## src/rtl/vga_timing_pkg.sv

```systemverilog
// vga_timing_pkg: 640x480@60 timing constants, totals and RGB222 colour types
package vga_timing_pkg;
  localparam int VGA_H_ACTIVE = 640;
  localparam int VGA_H_FP = 16;
  localparam int VGA_H_SYNC = 96;
  localparam int VGA_H_BP = 48;
  localparam int VGA_V_ACTIVE = 480;
  localparam int VGA_V_FP = 10;
  localparam int VGA_V_SYNC = 2;
  localparam int VGA_V_BP = 33;
  localparam int VGA_H_TOTAL = VGA_H_ACTIVE + VGA_H_FP + VGA_H_SYNC + VGA_H_BP;
  localparam int VGA_V_TOTAL = VGA_V_ACTIVE + VGA_V_FP + VGA_V_SYNC + VGA_V_BP;
  localparam bit VGA_SYNC_ACTIVE = 1'b0;
  localparam int VGA_FB_LATENCY = 1;
  typedef logic [5:0] rgb222_t;
  localparam rgb222_t RGB_FG = 6'b111111;
  localparam rgb222_t RGB_BG = 6'b000000;
endpackage

```

## src/rtl/vga_delay_line.sv

```systemverilog
// vga_delay_line: W-bit, D-deep shift register with clock enable and sync clear
module vga_delay_line #(
  parameter int W = 1,
  parameter int D = 1
) (
  input  logic         clk,
  input  logic         clr_i,
  input  logic         ce_i,
  input  logic [W-1:0] d_i,
  output logic [W-1:0] q_o
);
  if (D == 0) begin : g_wire
    assign q_o = d_i;
  end else begin : g_reg
    logic [W-1:0] sr_q [D];
    always_ff @(posedge clk)
      if (clr_i) sr_q <= '{default: '0};
      else if (ce_i) begin
        sr_q[0] <= d_i;
        for (int i = 1; i < D; i++) sr_q[i] <= sr_q[i-1];
      end
    assign q_o = sr_q[D-1];
  end
endmodule

```

## src/rtl/vga_timing_controller.sv

```systemverilog
// vga_timing_controller: VGA raster counters, sync/blank alignment and RGB222 pixel output
module vga_timing_controller
  import vga_timing_pkg::*;
#(
  parameter int      H_ACTIVE    = VGA_H_ACTIVE,
  parameter int      H_FP        = VGA_H_FP,
  parameter int      H_SYNC      = VGA_H_SYNC,
  parameter int      H_BP        = VGA_H_BP,
  parameter int      V_ACTIVE    = VGA_V_ACTIVE,
  parameter int      V_FP        = VGA_V_FP,
  parameter int      V_SYNC      = VGA_V_SYNC,
  parameter int      V_BP        = VGA_V_BP,
  parameter bit      SYNC_ACTIVE = VGA_SYNC_ACTIVE,
  parameter int      FB_LATENCY  = VGA_FB_LATENCY,
  parameter rgb222_t FG_COLOUR   = RGB_FG,
  parameter rgb222_t BG_COLOUR   = RGB_BG
) (
  input  logic       clk,
  input  logic       reset,
  input  logic       pixel_ce,
  input  logic       colour,
  output logic [9:0] counter_H,
  output logic [9:0] counter_V,
  output logic       display_on,
  output logic       line_start,
  output logic       frame_start,
  output logic       h_sync,
  output logic       v_sync,
  output logic [5:0] rgb_out
);
  localparam int H_TOTAL = H_ACTIVE + H_FP + H_SYNC + H_BP;
  localparam int V_TOTAL = V_ACTIVE + V_FP + V_SYNC + V_BP;
  localparam logic [9:0] H_LAST = 10'(H_TOTAL - 1);
  localparam logic [9:0] V_LAST = 10'(V_TOTAL - 1);
  localparam logic [9:0] H_ACT = 10'(H_ACTIVE);
  localparam logic [9:0] V_ACT = 10'(V_ACTIVE);
  localparam logic [9:0] HS_BEG = 10'(H_ACTIVE + H_FP);
  localparam logic [9:0] HS_END = 10'(H_ACTIVE + H_FP + H_SYNC);
  localparam logic [9:0] VS_BEG = 10'(V_ACTIVE + V_FP);
  localparam logic [9:0] VS_END = 10'(V_ACTIVE + V_FP + V_SYNC);
  logic [9:0] h_q, h_d, v_q, v_d;
  logic hs_raw, vs_raw, de;
  logic hs_dl, vs_dl, de_dl;
  logic hs_q, hs_d, vs_q, vs_d;
  rgb222_t rgb_q, rgb_d;
  assign de = (h_q < H_ACT) && (v_q < V_ACT);
  assign hs_raw = (h_q >= HS_BEG) && (h_q < HS_END);
  assign vs_raw = (v_q >= VS_BEG) && (v_q < VS_END);
  always_comb begin
    h_d = (h_q == H_LAST) ? '0 : h_q + 10'd1;
    v_d = (h_q != H_LAST) ? v_q : (v_q == V_LAST) ? '0 : v_q + 10'd1;
    hs_d = hs_dl ? SYNC_ACTIVE : !SYNC_ACTIVE;
    vs_d = vs_dl ? SYNC_ACTIVE : !SYNC_ACTIVE;
    rgb_d = !de_dl ? '0 : colour ? FG_COLOUR : BG_COLOUR;
  end
  vga_delay_line #(.W(3), .D(FB_LATENCY)) u_align (
    .clk  (clk),
    .clr_i(reset),
    .ce_i (pixel_ce),
    .d_i  ({hs_raw, vs_raw, de}),
    .q_o  ({hs_dl, vs_dl, de_dl})
  );
  always_ff @(posedge clk)
    if (reset) begin
      h_q <= '0;
      v_q <= '0;
      hs_q <= !SYNC_ACTIVE;
      vs_q <= !SYNC_ACTIVE;
      rgb_q <= '0;
    end else if (pixel_ce) begin
      h_q <= h_d;
      v_q <= v_d;
      hs_q <= hs_d;
      vs_q <= vs_d;
      rgb_q <= rgb_d;
    end
  assign counter_H = h_q;
  assign counter_V = v_q;
  assign display_on = de;
  assign line_start = (h_q == '0);
  assign frame_start = (h_q == '0) && (v_q == '0);
  assign h_sync = hs_q;
  assign v_sync = vs_q;
  assign rgb_out = rgb_q;
endmodule

```

## config.mk

```make
export PLATFORM = sky130hd
export DESIGN_NAME = vga_timing_controller
export DESIGN_NICKNAME = d
export VERILOG_FILES = /design/src/rtl/vga_timing_pkg.sv /design/src/rtl/vga_delay_line.sv /design/src/rtl/vga_timing_controller.sv
export SDC_FILE = /design/constraint.sdc
export NUM_CORES = 1
export LEC_CHECK = 0
export ABC_AREA = 0
export CAP_MARGIN = 20
export CORE_AREA = 5 5 69 71
export CTS_CLUSTER_DIAMETER = 30
export DETAILED_ROUTE_END_ITERATION = 10
export DIE_AREA = 0 0 74 76
export PLACE_DENSITY = 0.68
export SLEW_MARGIN = 20
export SYNTH_ARGS = -nofsm -noshare
export SYNTH_HDL_FRONTEND = slang
export SYNTH_SLANG_ARGS = --single-unit
```

## constraint.sdc

```tcl
create_clock -name clk -period 2.1 [get_ports clk]
set_input_delay 0.21 -clock clk [delete_from_list [all_inputs] [get_ports clk]]
set_output_delay 0.21 -clock clk [all_outputs]
set_load 0.1 [all_outputs]
```

; After elaboration in Yosys (flattened, before gate mapping)
; Cells that the tools add are included.
[word_totals]
regBits = 31
wordCells = 31
out_inout_bits = 31
inputBits = 4
[classes]
mux = 6
bitwise_logic = 1
n_addsub = 2
n_lt_le_gt_ge = 6
eq_ne = 3
n_reduce_logical = 7
[ops]
columns = cell, n
row1 = 10-bit by 1-bit adder with 10-bit output (second input constant), 2
row2 = 10-bit == test (second input constant), 2
row3 = 10-bit zero test, 2
row4 = 10-bit less-than comparator (second input constant), 2
row5 = 10-bit by 9-bit less-than comparator with 1-bit output (second input constant), 2
row6 = 10-bit two-way mux, 2
row7 = 6-bit two-way mux, 2
row8 = 10-bit >= comparator (second input constant), 1
row9 = 10-bit by 9-bit >= comparator with 1-bit output (second input constant), 1
row10 = 10-bit != test (second input constant), 1
row11 = 1-bit logical AND, 4
row12 = 1-bit two-way mux, 2
row13 = 2-bit AND reduction, 1
row14 = 1-bit NOT, 1

; Depth between registers and ports, before layout
; Gate-level depths: netlist (run 1).
[logic_depth]
ltp_word = 3
depth_mapped = 7
mapped_depth_nobuf = 6

; Cells and area by module
; A second synthesis (run 1) with hierarchy kept.
[unflattened]
hier_cells = 148
hier_area_um2 = 1376.3
[by_module_without_submodules]
columns = mod, n_inst, area_per_inst_um2, cells_each, seq_area_each_um2
row1 = vga_timing_controller, 1, 1275.0, 139, 460.4
row2 = vga_delay_line, 1, 101.3, 9, 60.1

; Least setup slack after synthesis (run 1)
; OpenSTA, ideal clock, no wires.
[synth_timing]
path_type = register to output
start = reg h_q[5] (netlist: counter_H[5])
end = out frame_start
t_arrival_ns = 4.272
required_time_ns = 1.890
setup_slack_ns = -2.382
path_stages_with_launch = 5
path_buffers = 1
cell_sequence = dfxtp_1 buf_6 or4_1 nor4_2 and4_1
[synth_via]
elab_chain_len = 2
[synth_rtl]
columns = item, line
row1 = "start, declared", vga_timing_controller.sv:41  ; logic [9:0] h_q, h_d, v_q, v_d;
row2 = "start signal, assigned", vga_timing_controller.sv:65  ; h_q <= '0;
row3 = "start signal, assigned", vga_timing_controller.sv:71  ; h_q <= h_d;
row4 = 10-bit zero test, n/a
row5 = via line_start, vga_timing_controller.sv:25  ; output logic line_start,
row6 = 1-bit logical AND, vga_timing_controller.sv:81  ; assign frame_start = (h_q == '0) && (v_q == '0);
row7 = "end, declared", vga_timing_controller.sv:26  ; output logic frame_start,
; The timed path passes the listed nets, and every way through them passes these cells.

; Worst setup path in the final report (run 1)
[layout_timing]
start = reg h_q[8] (netlist: counter_H[8])
end = out frame_start
[layout_via]
elab_chain_len = 2
[layout_rtl]
columns = item, line
row1 = 10-bit zero test, vga_timing_controller.sv:81
row2 = 1-bit logical AND, vga_timing_controller.sv:81
; Every way passes these cells.

==> results of run 1 <==
path summary, 6_finish.rpt:
check	cells after the start	from	end	slack (ns)
max	4	counter_H[8]	frame_start	0.02
min	2	u_align.q_o[1]	u_align.q_o[1]	0.48
max reg2reg	6	counter_H[0]	counter_V[9]	0.27
min reg2reg	2	u_align.q_o[1]	u_align.q_o[1]	0.48
cell usage in the layout (no fill, tap or decap), types with 4 or more instances in the layout:
cell | Yosys | routed
sky130_fd_sc_hd__nor3_1 | 7 | 6
sky130_fd_sc_hd__xnor2_1 | 7 | 7
sky130_fd_sc_hd__o21ai_1 | 5 | 5
sky130_fd_sc_hd__dfxtp_4 | 0 | 4
sky130_fd_sc_hd__nand2_1 | 11 | 11
sky130_fd_sc_hd__buf_4 | 6 | 32
sky130_fd_sc_hd__dfxtp_2 | 0 | 10
sky130_fd_sc_hd__nand3_1 | 12 | 12
sky130_fd_sc_hd__dfxtp_1 | 26 | 12
sky130_fd_sc_hd__inv_1 | 7 | 7
sky130_fd_sc_hd__ha_1 | 4 | 4
sky130_fd_sc_hd__a21oi_1 | 11 | 11
sky130_fd_sc_hd__nand4_1 | 6 | 6
sky130_fd_sc_hd__or3_1 | 6 | 6
sky130_fd_sc_hd__nor2_1 | 15 | 15
worst max-delay path, cell delays in order (launching register included):
cell and delay [ns]:
sky130_fd_sc_hd__dfxtp_4 0.38, sky130_fd_sc_hd__or4_4 0.54, sky130_fd_sc_hd__nor4_4 0.21, sky130_fd_sc_hd__and4_4 0.29, sky130_fd_sc_hd__buf_12 0.17
logic make-up (layout without fill, tap and decap cells):
| logic type | Yosys count | in the layout | share of synthesized area (%) |
|---|---|---|---|
| buffers and inverters | 18 | 49 | 7.76 |
| adders and majority gates | 4 | 4 | 3.70 |
| and+or+nand+nor | 76 | 76 | 31.3 |
| DFF | 26 | 26 | 38.4 |
| muxes | 2 | 2 | 1.48 |
| xor gates and xnor gates | 10 | 10 | 6.47 |
| AOI/OAI and AO/OA | 24 | 24 | 10.8 |
registers in the layout, summed over array words and instances (netlist names):
register,flops
u_align.q_o,3
v_sync,1
rgb_out,1
counter_H,10
counter_V,10
h_sync,1
layer usage:
metal / up-vias / track usage (%) / routed length, µm
met5: - / 0 / 0
met4: 0 / 3.80 / 19
met3: 2 / 3.43 / 137
met2: 23 / 17.8 / 1540
met1: 554 / 15.5 / 1460
li1: 619 / - / -
cells in the mapped netlist:
| cell type | count | area [µm²] |
|---|---|---|
| sky130_fd_sc_hd__o31ai_1 | 1 | 7.51 |
| sky130_fd_sc_hd__nand2b_1 | 2 | 12.5 |
| sky130_fd_sc_hd__o21bai_4 | 1 | 18.8 |
| sky130_fd_sc_hd__inv_1 | 7 | 26.3 |
| sky130_fd_sc_hd__mux2i_1 | 2 | 20.0 |
| sky130_fd_sc_hd__nor4_1 | 3 | 18.8 |
| sky130_fd_sc_hd__ha_1 | 4 | 50.1 |
| sky130_fd_sc_hd__xnor2_1 | 7 | 61.3 |
| sky130_fd_sc_hd__nor3_1 | 7 | 35.0 |
| sky130_fd_sc_hd__o21ai_1 | 5 | 25.0 |
| sky130_fd_sc_hd__and3_1 | 2 | 12.5 |
| sky130_fd_sc_hd__nor4_2 | 1 | 12.5 |
| sky130_fd_sc_hd__or3_1 | 6 | 37.5 |
| sky130_fd_sc_hd__nor2_1 | 15 | 56.3 |
| sky130_fd_sc_hd__buf_6 | 2 | 22.5 |
| sky130_fd_sc_hd__o21a_1 | 2 | 15.0 |
| sky130_fd_sc_hd__nand2_1 | 11 | 41.3 |
| sky130_fd_sc_hd__and4_1 | 3 | 26.3 |
| sky130_fd_sc_hd__and2_1 | 2 | 12.5 |
| sky130_fd_sc_hd__nor2b_1 | 1 | 6.26 |
| sky130_fd_sc_hd__nand4b_1 | 1 | 8.76 |
| sky130_fd_sc_hd__buf_4 | 6 | 45.0 |
| sky130_fd_sc_hd__nand3_1 | 12 | 60.1 |
| sky130_fd_sc_hd__nor4b_4 | 1 | 23.8 |
| sky130_fd_sc_hd__or2b_1 | 1 | 7.51 |
| sky130_fd_sc_hd__xor2_1 | 3 | 26.3 |
| sky130_fd_sc_hd__a21oi_1 | 11 | 55.1 |
| sky130_fd_sc_hd__nand4_1 | 6 | 37.5 |
| sky130_fd_sc_hd__o21ba_1 | 1 | 10.0 |
| sky130_fd_sc_hd__or4_1 | 2 | 15.0 |
| sky130_fd_sc_hd__o21ai_0 | 3 | 15.0 |
| sky130_fd_sc_hd__clkbuf_1 | 3 | 11.3 |
| sky130_fd_sc_hd__dfxtp_1 | 26 | 521 |
through the flow:
step                instance area [µm²]  worst slack [ns]  hold WS (ns)  TNS, ns
CTS                                1770           -0.0155         0.480  -0.0155
floorplan                          1410            -0.793         0.378   -0.941
detailed placement                 1720             0.183         0.467        0
finish                             1770            0.0231         0.477        0
global placement                   1720             0.231         0.456        0
global route                       1770           -0.0433         0.510  -0.0433
area by class of cell:
class,instances,area (µm²),area share [%]
Clock buffer,3,41.3,2.33
Clock inverter,1,3.75,0.212
Inverter,7,26.3,1.49
Multi-Input combinational cell,116,754,42.6
Sequential cell,26,548,31.0
Tap cell,52,65.1,3.68
Timing Repair Buffer,38,330,18.7
timing repair:
item	CTS	global route
endpoints found under the setup margin	1	1
hold buffers	0	0
hold endpoints to repair	0	0
power by group:
group	switching [mW]	total [mW]	leakage [nW]	internal (mW)
sequential	0.00848	0.503	0.218	0.494
combinational	0.137	0.200	0.442	0.0626
clock	0.158	0.289	0.0231	0.131
==> results.yml, run 1 <==
status:
  run_status: "finished clean"
clock_network:
  numCtsBuffers: 3
  cts_root_buf: "sky130_fd_sc_hd__clkbuf_8"
  cts_resized: 0
  tritoncts: "done"
  ctsLongestPathBuffers: 2
  post_cts.repair.setup_buffers: 0
  insertion_delay_ns: 0.27
  clock_sink_count: 26
  htreeDepth: 1
  clkTransAtPathRegs_ns: 0.09
power_and_ir_drop:
  power.density_mw_per_mm2: 560
  leakage_nw: 0.684
  irDropWorstVdd_mv: 0.387
  post-layout-total-power_mw: 0.991
critical_path:
  critPathKind: "reg -> out"
  critPathLaunchType: "flip-flop"
  cp.required_ns: 1.89
  critical_path.max_fanout: 8
  critical_path.endpoint_type: "output port"
  worst-endpoint-arrival_ns: 1.87
placement:
  place_congestion: 0.825
  place_hpwl_mm: 2.37
  io_buffers: 34
  place.detailed.instances: 239
timing:
  max_slew_margin_pct: 72.5
  hold_violations: 0
  setup_viol: 0
  fmax_mhz: 481
  crit_share_post_route_pct: 98.9
  rsz0062_at_grt: "yes"
  fin_skew_ns: 0.00373
  worst-slew-pin-transition_ns: 0.411
  drv_slew: 0
  final_period_minus_worst_setup_slack_ns: 2.08
yosys:
  ys_ff_latch: 26
  syn-instance-count: 160
  mappedNetlistArea_mm2: 0.00135
  synth.yosys.warnings: 0
  synth_cell_type_count: 33
  synth_fp_nets: 168
  post_synth.cell_area_avg_um2: 8.46
  synth.yosys.seq_area_share_pct: 38.4
layout:
  layout.nets: 200
  synthToLayoutAreaGrowth_pct: 30.7
  finalCoreUtilization_pct: 42.4
  finish.cell_count_without_fillers: 243
  drive_above_1_share_pct: 30.4
  fillCellCount: 428
  ant_cells: 0
floorplan:
  rows: 24
  die_height_um: 76
  ioPinCount: 35
  die-width_um: 74
  area_of_the_die_mm2: 0.00562
  core_area_mm2: 0.00417
  starting_utilization_of_the_core_area_pct: 32.4
drt:
  postRouteAntennaNets: 0
  num_vias: 1198
  drc: 0
  initialDrtViolationCount: 44
  totalWireLength_mm: 3.15
  drt_pre_antenna_iters: 4
  routedWlPerCell_um: 13.0
  routed_via_density: 4.93
global_route:
  grt_pass1_wl_mm: 5.24
  gr-total-overflow: 0
  grt_pass1_vias: 1147
  track_usage_pct: 11.6
  grt_max_degree: 15
  initial_antenna_violation_count: 0
run:
  number_of_violations_of_the_max_capacitance_limit: 0
min_path:
  worst_hold_path_type: "reg -> reg"
Power figures use the tool's default switching activity.
==> run 2, diff against run 1 <==
--- a/config.mk
+++ b/config.mk
@@ -11,6 +11,7 @@
 export CTS_CLUSTER_DIAMETER = 30
 export DETAILED_ROUTE_END_ITERATION = 10
 export DIE_AREA = 0 0 74 76
+export HOLD_SLACK_MARGIN = 0.06
 export PLACE_DENSITY = 0.68
 export SLEW_MARGIN = 20
 export SYNTH_ARGS = -nofsm -noshare
==> results of run 2 <==
The final DEF is identical to that of run 1; final timing and power are the same.
